$ cat src/rtl/uart_rx_cfg.sv
// UART receiver with configurable data width, runtime parity (none/even/odd)
// and one or two stop bits. Every bit is taken as a 3-sample majority around
// mid-bit. Finished words are held in a one-entry valid/ready register.
//
// state        | meaning
// -------------+-----------------------------------------------------------
// ST_IDLE      | line idle, waiting for a synchronised low level
// ST_START     | start bit: confirm low at mid-bit, else reject as glitch
// ST_DATA      | shifting in DATA_W data bits, LSB first
// ST_PARITY    | sampling the parity bit (only when parity is enabled)
// ST_STOP      | sampling one or two stop bits, frame completes at mid-bit
// ST_WAIT_IDLE | after a framing error, hold until the line returns high
module uart_rx_cfg #(
   parameter int CLKS_PER_BIT = 87,
   parameter int DATA_W       = 8
) (
   input  logic              i_Clock,
   input  logic              rst,
   input  logic              i_Rx_Serial,
   input  logic [1:0]        i_parity_mode,
   input  logic              i_two_stop,
   output logic              o_valid,
   input  logic              i_ready,
   output logic [DATA_W-1:0] o_data,
   output logic              o_parity_err,
   output logic              o_frame_err,
   output logic              o_break,
   output logic              o_overrun,
   output logic              o_busy
);

   localparam int M     = (CLKS_PER_BIT - 1) / 2;
   localparam int CNT_W = $clog2(CLKS_PER_BIT);
   localparam int IDX_W = $clog2(DATA_W);

   localparam logic [CNT_W-1:0] CNT_LO   = CNT_W'(M - 1);
   localparam logic [CNT_W-1:0] CNT_MID  = CNT_W'(M);
   localparam logic [CNT_W-1:0] CNT_HI   = CNT_W'(M + 1);
   localparam logic [CNT_W-1:0] CNT_LAST = CNT_W'(CLKS_PER_BIT - 1);
   localparam logic [IDX_W-1:0] IDX_LAST = IDX_W'(DATA_W - 1);

   typedef enum logic [2:0] {
      ST_IDLE,
      ST_START,
      ST_DATA,
      ST_PARITY,
      ST_STOP,
      ST_WAIT_IDLE
   } state_t;

   state_t            state, state_nxt;
   logic [CNT_W-1:0]  cnt, cnt_nxt, cnt_inc;
   logic [IDX_W-1:0]  bit_idx;
   logic              rx_meta, rx_sync;
   logic              samp_lo, samp_mid, maj;
   logic              at_hi, at_last;
   logic [DATA_W-1:0] shreg;
   logic              par_en, par_odd, two_stop;
   logic              par_bit, stop1_bit, stop_idx;
   logic              start_ok, frame_done;
   logic              first_stop, ferr_now, brk_now, perr_now;

   assign at_hi   = (cnt == CNT_HI);
   assign at_last = (cnt == CNT_LAST);
   assign cnt_inc = at_last ? '0 : cnt + 1'b1;
   assign maj     = (samp_lo & samp_mid) | (samp_lo & rx_sync) | (samp_mid & rx_sync);

   // The first stop bit was recorded earlier in two-stop mode; otherwise it is
   // the bit being decided right now.
   assign first_stop = two_stop ? stop1_bit : maj;
   assign ferr_now   = !maj || (two_stop && !stop1_bit);
   assign brk_now    = (shreg == '0) && !(par_en && par_bit) && !first_stop;
   assign perr_now   = par_en && (par_bit != (^shreg ^ par_odd));
   assign o_busy     = (state != ST_IDLE);

   // Two-flop synchroniser for the asynchronous serial line, idle high.
   always_ff @(posedge i_Clock or negedge rst) begin
      if (!rst) begin
         rx_meta <= 1'b1;
         rx_sync <= 1'b1;
      end else begin
         rx_meta <= i_Rx_Serial;
         rx_sync <= rx_meta;
      end
   end

   // State and bit-period counter registers.
   always_ff @(posedge i_Clock or negedge rst) begin
      if (!rst) begin
         state <= ST_IDLE;
         cnt   <= '0;
      end else begin
         state <= state_nxt;
         cnt   <= cnt_nxt;
      end
   end

   // Next-state logic. Count 0 is the idle cycle that first sees the line low,
   // so the counter enters ST_START already at 1.
   always_comb begin
      state_nxt  = state;
      cnt_nxt    = cnt_inc;
      start_ok   = 1'b0;
      frame_done = 1'b0;
      case (state)
         ST_IDLE: begin
            cnt_nxt = '0;
            if (!rx_sync) begin
               state_nxt = ST_START;
               cnt_nxt   = CNT_W'(1);
            end
         end
         ST_START: begin
            if (at_hi) begin
               if (maj) begin
                  state_nxt = ST_IDLE;
                  cnt_nxt   = '0;
               end else begin
                  start_ok = 1'b1;
               end
            end else if (at_last) begin
               state_nxt = ST_DATA;
            end
         end
         ST_DATA: begin
            if (at_last && (bit_idx == IDX_LAST))
               state_nxt = par_en ? ST_PARITY : ST_STOP;
         end
         ST_PARITY: begin
            if (at_last)
               state_nxt = ST_STOP;
         end
         ST_STOP: begin
            // No wait for the end of the stop period, so a back-to-back
            // start edge is never missed.
            if (at_hi && (!two_stop || stop_idx)) begin
               frame_done = 1'b1;
               cnt_nxt    = '0;
               state_nxt  = ferr_now ? ST_WAIT_IDLE : ST_IDLE;
            end
         end
         ST_WAIT_IDLE: begin
            cnt_nxt = '0;
            if (rx_sync)
               state_nxt = ST_IDLE;
         end
         default: begin
            state_nxt = ST_IDLE;
            cnt_nxt   = '0;
         end
      endcase
   end

   // Sample capture, frame configuration latch and data shift register.
   always_ff @(posedge i_Clock or negedge rst) begin
      if (!rst) begin
         samp_lo   <= 1'b0;
         samp_mid  <= 1'b0;
         shreg     <= '0;
         bit_idx   <= '0;
         par_en    <= 1'b0;
         par_odd   <= 1'b0;
         two_stop  <= 1'b0;
         par_bit   <= 1'b0;
         stop1_bit <= 1'b0;
         stop_idx  <= 1'b0;
      end else begin
         if (cnt == CNT_LO)
            samp_lo <= rx_sync;
         if (cnt == CNT_MID)
            samp_mid <= rx_sync;
         if (start_ok) begin
            par_en   <= (i_parity_mode == 2'b01) || (i_parity_mode == 2'b10);
            par_odd  <= (i_parity_mode == 2'b10);
            two_stop <= i_two_stop;
            bit_idx  <= '0;
            stop_idx <= 1'b0;
         end
         if (state == ST_DATA) begin
            if (at_hi)
               shreg <= {maj, shreg[DATA_W-1:1]};
            if (at_last)
               bit_idx <= (bit_idx == IDX_LAST) ? '0 : bit_idx + 1'b1;
         end
         if ((state == ST_PARITY) && at_hi)
            par_bit <= maj;
         if ((state == ST_STOP) && two_stop && !stop_idx) begin
            if (at_hi)
               stop1_bit <= maj;
            if (at_last)
               stop_idx <= 1'b1;
         end
      end
   end

   // One-entry output register: load when empty or being drained, otherwise
   // drop the new frame and flag an overrun for one cycle.
   always_ff @(posedge i_Clock or negedge rst) begin
      if (!rst) begin
         o_valid      <= 1'b0;
         o_data       <= '0;
         o_parity_err <= 1'b0;
         o_frame_err  <= 1'b0;
         o_break      <= 1'b0;
         o_overrun    <= 1'b0;
      end else begin
         o_overrun <= 1'b0;
         if (frame_done) begin
            if (!o_valid || i_ready) begin
               o_valid      <= 1'b1;
               o_data       <= shreg;
               o_parity_err <= perr_now;
               o_frame_err  <= ferr_now;
               o_break      <= brk_now;
            end else begin
               o_overrun <= 1'b1;
            end
         end else if (o_valid && i_ready) begin
            o_valid <= 1'b0;
         end
      end
   end

endmodule
$ cat config.mk
export PLATFORM = sky130hd
export DESIGN_NAME = uart_rx_cfg
export DESIGN_NICKNAME = d
export VERILOG_FILES = /design/src/rtl/uart_rx_cfg.sv
export SDC_FILE = /design/constraint.sdc
export NUM_CORES = 1
export LEC_CHECK = 0
export CORE_MARGIN = 3
export CORE_UTILIZATION = 45
export DETAILED_ROUTE_END_ITERATION = 8
export PLACE_DENSITY_LB_ADDON = 0.15
export SYNTH_ARGS = -nofsm -noshare
export SYNTH_HDL_FRONTEND = slang
export SYNTH_SLANG_ARGS = --single-unit
$ cat constraint.sdc
create_clock -name i_Clock -period 1.7 [get_ports i_Clock]
set_input_delay 0.34 -clock i_Clock [delete_from_list [all_inputs] [get_ports i_Clock]]
set_output_delay 0.34 -clock i_Clock [all_outputs]
set_load 0.01 [all_outputs]
==> out/metrics.yaml <==
synth:
  syn-num-nets: 239
  synth_most_common_cell: "dfrtp_1"
  ys_warn_count: 0
  seq_area_frac_synth_pct: 49.63
  syn_inst: 222
  synth_edf_count: 0
  syn_avg_cell_area_um2: 10.02
  async_flop_share_pct: 100.0
  synth_top_cells_by_area: "dfrtp_1 47%, ha_1 5.6%, nand2_1 5.6%"
  synthTopCellsByCount: "42 x dfrtp_1, 33 x nand2_1, 21 x o21ai_0"
  synth_top_cell_area_share_pct: 47.27
  ys_seq_elements: 44
  netlist_area_um2: 2223
  synth_ff_type: "dfrtp_1"
  synth_cell_types: 44
  synth_top_area_cell: "dfrtp_1"
floorplanning:
  ios: 21
  dieWidth_um: 76.29
  die_h_um: 76.29
  core_area_um2: 4564
  die_area_um2: 5820
  start_util_pct: 48.71
  core.rowCount: 24
route:
  wl_mm: 4.461
  drt_iter0_drc: 185
  via_per_inst: 4.966
  dr_wl_met2_mm: 2.036
  drc: 0
  wl_per_cell_um: 13.73
  met1_length_mm: 2.206
  drt_pass1_iterations: 4
  wl_met3_um: 142
  via_count: 1614
  maxUsedRoutingLayer: "met4"
  detail-route-antenna-nets: 0
setup_path:
  worstReg2RegEnd: "par_odd"
  startpoint_type: "flip-flop"
  ff2ff_setup_slack_ps: 110
  rr_worst_depth: 5
  required_ps: 1360
  max_stage_delay_ps: 430
  crit_chain: "nor2_1, nand2_1, dlygate4sd2_1"
  arrival_ps: 1280
  rr_startpoint: "cnt[4]"
  path_class: "reg2out"
  path_max_fanout: 3
  crit_path_end_kind: "output port"
  slowest_stage: "dfrtp_1"
power:
  p_int_mw: 1.842
  p_sw_share_pct: 28.96
  vdd.ir_drop.worst_v: 0.0005088
  p_sw_mw: 0.7511
  p_total_mw: 2.594
  p_comb_share_pct: 20.8
  pwr-share-clk_pct: 33.3
  p_leak_nw: 1.241
  power.share.sequential_pct: 45.9
  p_per_area_nw_per_um2: 930.4
place:
  preCtsSetupSlack_ps: 16.94
  place.gp.congestion: 0.8524
  placed_cell_area_um2: 2597
  dp_hpwl_mm: 3.288
  port_buffers: 20
timing:
  slew_headroom_pct: 71.35
  fmax_mhz: 618.6
  drv_slew: 0
  hold_viol_final: 0
  rsz0062_at_grt: "false"
  setup_viol: 0
  worst_pin_slew_ps: 429.7
  timing.hold.ws_ps: 353.9
  fin_crit_sh_pct: 95.09
  final.setup.tns_ps: 0
  fin_skew_ps: 7.325
  setup_ws_ps: 83.46
  fin_crit_ps: 1617
clocking:
  h-tree-depth: 2
  root_buffer: "clkbuf_8"
  cts_buffers: 5
  clkLatencyLatePin_ps: 300
  clk_pin_slew_worst_paths_ps: 90
  cts.sinks: 44
  cts_tree: "yes"
  clockBufferDepth: 2
outcome:
  status: "finished clean"
worst_hold_path:
  hold_start: "rx_meta"
  holdCritPathClass: "reg2reg"
  min_to: "rx_sync"
  min_path_cells: 0
global_route:
  grt_max_degree: 29
  antenna_found_initial: 0
  grt_use_total_pct: 17.16
  overflow: 0
  grt_first_pass_wirelength_mm: 8.038
  grt_pass1_vias: 1683
finish:
  area_delta_synth_final_pct: 25.38
  drive_gt1_share_pct: 20.00
  fill_cells: 390
  antenna_cells: 0
  fin_nets: 276
  fin_area_um2: 2788
run:
  cap_violations: 0
-- logic make-up (layout without fill, tap and decap cells) --
logic type / Yosys count / count (layout) / share of synthesized area [%]
multiplexers: 7 / 7 / 3.489
adder cells (fa/ha/maj): 11 / 11 / 6.134
flip-flops: 44 / 44 / 49.63
AND/OR/NAND/NOR: 84 / 84 / 19.53
XOR/XNOR: 11 / 11 / 4.333
AO/OA/AOI/OAI: 39 / 39 / 11.31
buffers and inverters: 26 / 64 / 5.571
-- worst max path at each step --
stage,slack [ps],from,end,cells after the start
2_1_floorplan,150,cnt[4],cnt[0],6
3_3_place_gp,40,cnt[4],par_odd,5
3_5_place_dp,20,cnt[4],par_odd,5
4_1_cts,10,state[1],cnt[0],6
5_1_grt,0.8,cnt[0],state[0],6
6_report,80,state[0],o_busy,3
-- placed cells by master, fill, tap and decap left out, drive strengths merged, types with 2 or more instances in the layout --
| cell type | count |
|---|---|
| nand2b | 4 |
| mux2 | 6 |
| nand3b | 3 |
| nand2 | 33 |
| o31ai | 2 |
| nand3 | 11 |
| nand4 | 2 |
| xnor2 | 9 |
| dfstp | 2 |
| ha | 10 |
| nor2b | 2 |
| inv | 17 |
| o21ai | 24 |
| xor2 | 2 |
| and3 | 3 |
| nor3 | 4 |
| a21oi | 4 |
| clkbuf | 6 |
| dfrtp | 42 |
| nor2 | 16 |
| clkdlybuf4s50 | 18 |
| nor3b | 2 |
| buf | 19 |
-- metrics by stage --
step	utilization, %	cells
3_3_place_gp	56.91	314
3_5_place_dp	56.91	314
6_report	61.07	325
2_1_floorplan	-	222
5_1_grt	61.07	325
4_1_cts	59.95	324
-- power groups by stage --
stage                     Clock, mW  Combinational, mW  Sequential (mW)
after floorplan                   0              0.343             1.19
after global placement            0              0.503             1.21
after detailed placement          0              0.506             1.21
after CTS                     0.881              0.523             1.19
after global routing          0.926              0.607             1.21
final                         0.863              0.539             1.19
-- critical path: cells and delay by family, from the launching register on --
family	cells	cell delay (ps)
and+or+nand+nor	2	260
DFF	1	430
buffers and inverters	1	290
-- sequential cells by signal, indices dropped and copies added, names as in the netlist, 3 cells and up --
signal   cells
state        3
cnt          7
shreg        8
bit_idx      3
o_data       8
-- routing by layer --
metal  global-route usage (%)  up-vias
met4                    6.341        0
li1                         -      822
met3                    4.374        5
met2                    26.63       26
met1                    23.18      761
met5                        0        -
-- layout make-up --
| type | count | area (µm²) | share of cell area (%) |
|---|---|---|---|
| clock inverter | 2 | 38.79 | 1.391 |
| multi-input combinational | 152 | 1041 | 37.34 |
| sequential | 44 | 1104 | 39.59 |
| tap | 65 | 81.33 | 2.917 |
| inverter | 17 | 63.81 | 2.289 |
| timing repair buffer | 39 | 376.6 | 13.51 |
| clock buffer | 6 | 82.58 | 2.962 |
-- what timing repair did --
action / CTS / global route
resized for setup: 2 / 12
setup endpoints to repair: 2 / 18
endpoints found under the hold margin: 16 / 0
buffers inserted: 1 / 1
pin swaps: 0 / 2
hold buffers: 1 / 0
Note: power is estimated with default switching activity, not from simulation.
